File: src/rtl/multimode_counter_if.sv
// Control/status bundle for multimode_counter: step controls in, count/flags out.
interface multimode_counter_if #(
   parameter int WIDTH = 8
) ();
   logic             en;
   logic             clear;
   logic             load;
   logic [WIDTH-1:0] load_val;
   logic             up_dn;
   logic [1:0]       mode;
   logic [WIDTH-1:0] t_vec;
   logic [WIDTH-1:0] q;
   logic             tc;
   logic             ovf;

   modport master (
      output en, clear, load, load_val, up_dn, mode, t_vec,
      input  q, tc, ovf
   );

   modport slave (
      input  en, clear, load, load_val, up_dn, mode, t_vec,
      output q, tc, ovf
   );
endinterface

File: src/rtl/multimode_counter.sv
// WIDTH-bit binary/Gray modulo counter and T-register with prescaler and terminal-count pulse.
// Define MULTIMODE_COUNTER_OVF_STICKY_EN to build the sticky overflow flag; otherwise ovf is tied low.
module multimode_counter #(
   parameter int WIDTH    = 8,
   parameter int MODULO   = 256,
   parameter int PRESCALE = 1
) (
   input logic                 clk,
   input logic                 reset,
   multimode_counter_if.slave  bus
);

   localparam logic [1:0] MODE_BIN  = 2'b00;
   localparam logic [1:0] MODE_GRAY = 2'b01;
   localparam logic [1:0] MODE_TOG  = 2'b10;
   localparam logic [1:0] MODE_HOLD = 2'b11;

   localparam int              PW       = (PRESCALE > 1) ? $clog2(PRESCALE) : 1;
   localparam logic [PW-1:0]   PSC_LAST = PW'(PRESCALE - 1);
   // Wrap limits are one bit wider than cnt so MODULO == 2**WIDTH stays representable.
   localparam logic [WIDTH:0]  MOD_W    = (WIDTH+1)'(MODULO);
   localparam logic [WIDTH:0]  LAST_W   = MOD_W - 1'b1;

   logic [WIDTH-1:0] cnt, cnt_next;
   logic [PW-1:0]    psc, psc_next;
   logic [WIDTH-1:0] q_r, q_next;
   logic             tc_r, tc_next;
   logic [WIDTH:0]   cnt_w;

   assign cnt_w = {1'b0, cnt};

   always_comb begin
      // NOTE: every always_comb output gets a default first so no path can infer a latch.
      cnt_next = cnt;
      psc_next = psc;
      tc_next  = 1'b0;
      if (bus.clear) begin
         cnt_next = '0;
         psc_next = '0;
      end else if (bus.load) begin
         cnt_next = bus.load_val;
         psc_next = '0;
      end else if (bus.en) begin
         case (bus.mode)
            MODE_BIN, MODE_GRAY: begin
               if (psc == PSC_LAST) begin
                  psc_next = '0;
                  if (bus.up_dn) begin
                     // Out-of-range values wrap to 0 on an up step just like MODULO-1.
                     if (cnt_w >= LAST_W) begin
                        cnt_next = '0;
                        tc_next  = 1'b1;
                     end else begin
                        cnt_next = cnt + 1'b1;
                     end
                  end else begin
                     if (cnt_w == '0) begin
                        cnt_next = LAST_W[WIDTH-1:0];
                        tc_next  = 1'b1;
                     end else if (cnt_w >= MOD_W) begin
                        cnt_next = LAST_W[WIDTH-1:0];
                     end else begin
                        cnt_next = cnt - 1'b1;
                     end
                  end
               end else begin
                  psc_next = psc + 1'b1;
               end
            end
            MODE_TOG:  cnt_next = cnt ^ bus.t_vec;
            MODE_HOLD: begin
            end
         endcase
      end
   end

   // q is encoded from the next state, so it tracks cnt with no extra latency.
   assign q_next = (bus.mode == MODE_GRAY) ? (cnt_next ^ (cnt_next >> 1)) : cnt_next;

   always_ff @(posedge clk or posedge reset) begin
      // NOTE: sequential state uses non-blocking assignments so all registers update together.
      if (reset) begin
         cnt  <= '0;
         psc  <= '0;
         q_r  <= '0;
         tc_r <= 1'b0;
      end else begin
         cnt  <= cnt_next;
         psc  <= psc_next;
         q_r  <= q_next;
         tc_r <= tc_next;
      end
   end

   assign bus.q  = q_r;
   assign bus.tc = tc_r;

`ifdef MULTIMODE_COUNTER_OVF_STICKY_EN
   logic ovf_r;

   always_ff @(posedge clk or posedge reset) begin
      if (reset) begin
         ovf_r <= 1'b0;
      end else if (bus.clear) begin
         ovf_r <= 1'b0;
      end else if (tc_next) begin
         ovf_r <= 1'b1;
      end
   end

   assign bus.ovf = ovf_r;
`else
   assign bus.ovf = 1'b0;
`endif

endmodule

File: src/flat_wrapper.sv
// flat-port wrapper written by rule: the top's interface ports become plain ports
module multimode_counter_flat 
#(
   parameter int WIDTH    = 8,
   parameter int MODULO   = 256,
   parameter int PRESCALE = 1
)
  (clk, reset, bus_en, bus_clear, bus_load, bus_load_val, bus_up_dn, bus_mode, bus_t_vec, bus_q, bus_tc, bus_ovf);
  multimode_counter_if #(.WIDTH(WIDTH)) bus_i ();
  input logic clk;
  input logic reset;
  input wire logic [$bits(bus_i.en)-1:0] bus_en;
  input wire logic [$bits(bus_i.clear)-1:0] bus_clear;
  input wire logic [$bits(bus_i.load)-1:0] bus_load;
  input wire logic [$bits(bus_i.load_val)-1:0] bus_load_val;
  input wire logic [$bits(bus_i.up_dn)-1:0] bus_up_dn;
  input wire logic [$bits(bus_i.mode)-1:0] bus_mode;
  input wire logic [$bits(bus_i.t_vec)-1:0] bus_t_vec;
  output wire logic [$bits(bus_i.q)-1:0] bus_q;
  output wire logic [$bits(bus_i.tc)-1:0] bus_tc;
  output wire logic [$bits(bus_i.ovf)-1:0] bus_ovf;
  assign bus_i.en = bus_en;
  assign bus_i.clear = bus_clear;
  assign bus_i.load = bus_load;
  assign bus_i.load_val = bus_load_val;
  assign bus_i.up_dn = bus_up_dn;
  assign bus_i.mode = bus_mode;
  assign bus_i.t_vec = bus_t_vec;
  assign bus_q = bus_i.q;
  assign bus_tc = bus_i.tc;
  assign bus_ovf = bus_i.ovf;
  multimode_counter #(.WIDTH(WIDTH), .MODULO(MODULO), .PRESCALE(PRESCALE)) u_core (.clk(clk), .reset(reset), .bus(bus_i));
endmodule
File: config.mk
export PLATFORM = sky130hd
export DESIGN_NAME = multimode_counter_flat
export DESIGN_NICKNAME = d
export VERILOG_FILES = /design/src/rtl/multimode_counter_if.sv /design/src/rtl/multimode_counter.sv /design/src/flat_wrapper.sv
export SDC_FILE = /design/constraint.sdc
export NUM_CORES = 1
export LEC_CHECK = 0
export ABC_AREA = 0
export BUFFER_PORTS_ARGS = -buffer_cell sky130_fd_sc_hd__buf_4
export CAP_MARGIN = 20
export CORE_UTILIZATION = 35
export CTS_CLUSTER_SIZE = 28
export DETAILED_ROUTE_END_ITERATION = 8
export GPL_TIMING_DRIVEN = 0
export PLACE_DENSITY = 0.6
export SETUP_SLACK_MARGIN = 0.02
export SYNTH_ARGS = -nofsm -noshare
export SYNTH_HDL_FRONTEND = slang
export SYNTH_SLANG_ARGS = --single-unit
File: constraint.sdc
create_clock -name clk -period 3.7 [get_ports clk]
set_clock_uncertainty 0.1 [all_clocks]
set_input_delay 0.37 -clock clk [delete_from_list [all_inputs] [get_ports clk]]
set_output_delay 0.37 -clock clk [all_outputs]
set_load 0.03 [all_outputs]
==> impl_metrics.env <==
export IMPL_ios=34
export IMPL_place_area_sq_um=1870
export IMPL_ys_ff_latch=16
export IMPL_vias=1550
export IMPL_cts_repair_resized=0
export IMPL_p_int_mw=0.354
export IMPL_grt_pass1_vias=1496
export IMPL_fin_crit_sh_pct=66.2
export IMPL_setup_tns_ns=0
export IMPL_hold_buffers=0
export IMPL_drtIter0Drc=77
export IMPL_syn_area_sq_um=1580
export IMPL_hpwl_mm=3.21
export IMPL_swShare_pct=35.2
export IMPL_path_max_fanout=8
export IMPL_grt_pass1_wl_mm=7.05
export IMPL_pwr_share_seq_pct=35.9
export IMPL_multi_input_area_sq_um=1020
export IMPL_async_flop_share_pct=100
export IMPL_max_freq_mhz=408
export IMPL_synth_flop_cell="dfrtp_1"
export IMPL_die_h_um=69.2
export IMPL_max_cap_violations=0
export IMPL_synth_area_top_cells="dfrtp_1 (25%), mux2i_1 (3.8%), nor2_1 (3.8%)"
export IMPL_r2r_slack_ns=1.25
export IMPL_fp_dieW_um=69.2
export IMPL_ant_nets=0
export IMPL_avgSynthCellArea_sq_um=8.22
export IMPL_area_delta_synth_final_pct=21.0
export IMPL_yosysSeqAreaShare_pct=25.4
export IMPL_min_period_ns=2.45
export IMPL_cts_buffers=3
export IMPL_layout_drive_gt1_share_pct=28.4
export IMPL_critPathKind="register to register"
export IMPL_wl_mm=4.13
export IMPL_max_slew_margin_rel_pct=58.9
export IMPL_cts_sinks=16
export IMPL_synth_commonest_cells="dfrtp_1 (16), nor2_1 (16), nand2_1 (15)"
export IMPL_grt_max_degree=17
export IMPL_wire_per_inst_um=14.9
export IMPL_hold_path_class="input pin to async pin"
export IMPL_outcome="completed"
export IMPL_p_leak_nw=0.787
export IMPL_fin_area_sq_um=1910
export IMPL_worst_slack_ns=1.25
export IMPL_viasPerCell=5.60
export IMPL_antenna_found_initial=0
export IMPL_synth_top_area_share_pct=25.4
export IMPL_yosysUniqueCellTypes=50
export IMPL_rsz0062_at_grt="false"
export IMPL_power_frac_comb_pct=40.5
export IMPL_drt_pass1_iterations=4
export IMPL_tightestPinTransition_ns=0.617
export IMPL_gp_congestion=0.940
export IMPL_cts_setup_buffers=0
export IMPL_ctsLongestPathBuffers=2
export IMPL_cp_end_kind="register"
export IMPL_yosysWarnings=0
export IMPL_clk_latency_ns=0.25
export IMPL_syn_inst=192
export IMPL_start_kind="register"
export IMPL_core_area_sq_um=4350
export IMPL_clkPwrFrac_pct=23.7
export IMPL_clock_tree_root_cell="clkbuf_8"
export IMPL_diodes=0
export IMPL_power_density_nw_per_um2=286
export IMPL_irDropWorstVdd_uv=197
export IMPL_finalSetupViolCount=0
export IMPL_ff_latch_area_sq_um=400
export IMPL_finalMaxSlewViolations=0
export IMPL_portBuffers=30
export IMPL_syn_nets=219
export IMPL_nFillCells=433
export IMPL_grt_use_total_pct=18.3
export IMPL_synth_edf_count=0
export IMPL_path_clk_slew_ns=0.06
export IMPL_row_count=24
export IMPL_h_tree_depth=1
export IMPL_grt_remaining_overflow=0
export IMPL_yosysTopAreaCell="dfrtp_1"
export IMPL_p_switching_mw=0.192
export IMPL_cp_required_ns=3.76
export IMPL_critical_path_arrival_ns=2.51
export IMPL_initial_core_util_pct=36.3
export IMPL_pre_cts_ws_ns=1.26
export IMPL_drc=0
export IMPL_r2r_cells=9
export IMPL_cts_tree="yes"
export IMPL_fin_nets=254
export IMPL_die_area_sq_um=4780
export IMPL_finalHoldViolations=0
-- critical path, cell delays in order, from the launching register on --
cell	delay, ns
dfrtp_1	0.34
buf_2	0.19
inv_1	0.10
ha_1	0.25
or4b_4	0.23
a21oi_1	0.06
or4_1	0.48
a32oi_2	0.31
nor3_1	0.10
nor3_1	0.20
-- cell families (layout without fill, tap and decap cells) --
group,count (synthesis),in the layout,synth area share [%]
fa+ha+maj,3,3,2.38
flops,16,16,25.4
compound gates,47,47,25.1
mux,6,6,3.80
simple gates,81,81,29.5
buf+inv,31,64,9.75
xor+xnor,7,7,3.88
other cells,1,1,0.237
-- path summary, 6_finish.rpt --
check / end / startpoint
hold reg to reg: u_core.bus.tc / u_core.cnt[6]
setup / recovery: u_core.bus.q[6] / u_core.cnt[0]
hold / removal: u_core.bus.q[5] / reset
setup reg to reg: u_core.bus.q[6] / u_core.cnt[0]
max in group asynchronous: u_core.cnt[0] / reset
min in group clk: u_core.cnt[1] / bus_clear
-- final cells by class --
class	count	area share, %
inverter	10	1.96
sequential	16	21.0
clock buffer	3	2.16
timing repair buffer	30	11.8
tap	52	3.41
buffer	21	6.09
multi-input combinational	145	53.6
-- metrics by stage --
| step | util [%] | hold WS (ns) | power, mW | cells |
|---|---|---|---|---|
| 2_1_floorplan | - | 0.184 | 0.355 | 192 |
| 3_3_place_gp | 42.9 | 0.380 | 0.419 | 274 |
| 3_5_place_dp | 42.9 | 0.388 | 0.420 | 274 |
| 4_1_cts | 43.9 | 0.114 | 0.549 | 277 |
| 5_1_grt | 43.9 | 0.150 | 0.579 | 277 |
| 6_report | 43.9 | 0.0871 | 0.546 | 277 |
-- per-layer routing --
layer  routed length (um)  track usage [%]
met1                 1860             23.5
met4                  142             8.62
met3                  253             2.92
met2                 1880             29.8
met5                    0                0
-- power by group through the flow --
| stage | logic [mW] | registers, mW | clock network, mW |
|---|---|---|---|
| after floorplan | 0.142 | 0.213 | 0 |
| after global placement | 0.219 | 0.199 | 0 |
| after detailed placement | 0.221 | 0.199 | 0 |
| after CTS | 0.221 | 0.196 | 0.131 |
| after global routing | 0.242 | 0.197 | 0.140 |
| final | 0.221 | 0.196 | 0.129 |
-- placed cells by master, fill, tap and decap left out, types with 2 or more instances in the layout --
cell type / instances
buf_4: 33
nor2_1: 16
dfrtp_1: 16
nand2_1: 15
a21oi_1: 11
buf_2: 9
inv_1: 9
nor2b_1: 9
nor3_1: 9
clkbuf_1: 7
nand3_1: 7
o22ai_1: 6
mux2i_1: 6
a211oi_1: 6
nand2b_1: 5
xnor2_1: 4
nor4_1: 4
xor2_1: 3
nor3_2: 3
ha_1: 3
clkbuf_8: 3
buf_6: 2
or4_1: 2
a32oi_2: 2
a2111oi_2: 2
a211o_1: 2
or3_1: 2
a31oi_1: 2
a22oi_2: 2
nand4b_1: 2
o2111ai_1: 2
o21a_1: 2
-- state kept, by name, summed over array words and instances (netlist names) --
name / count
u_core.cnt: 8
u_core.bus.tc: 1
u_core.bus.q: 7
Note: power is estimated with default switching activity, not from simulation.
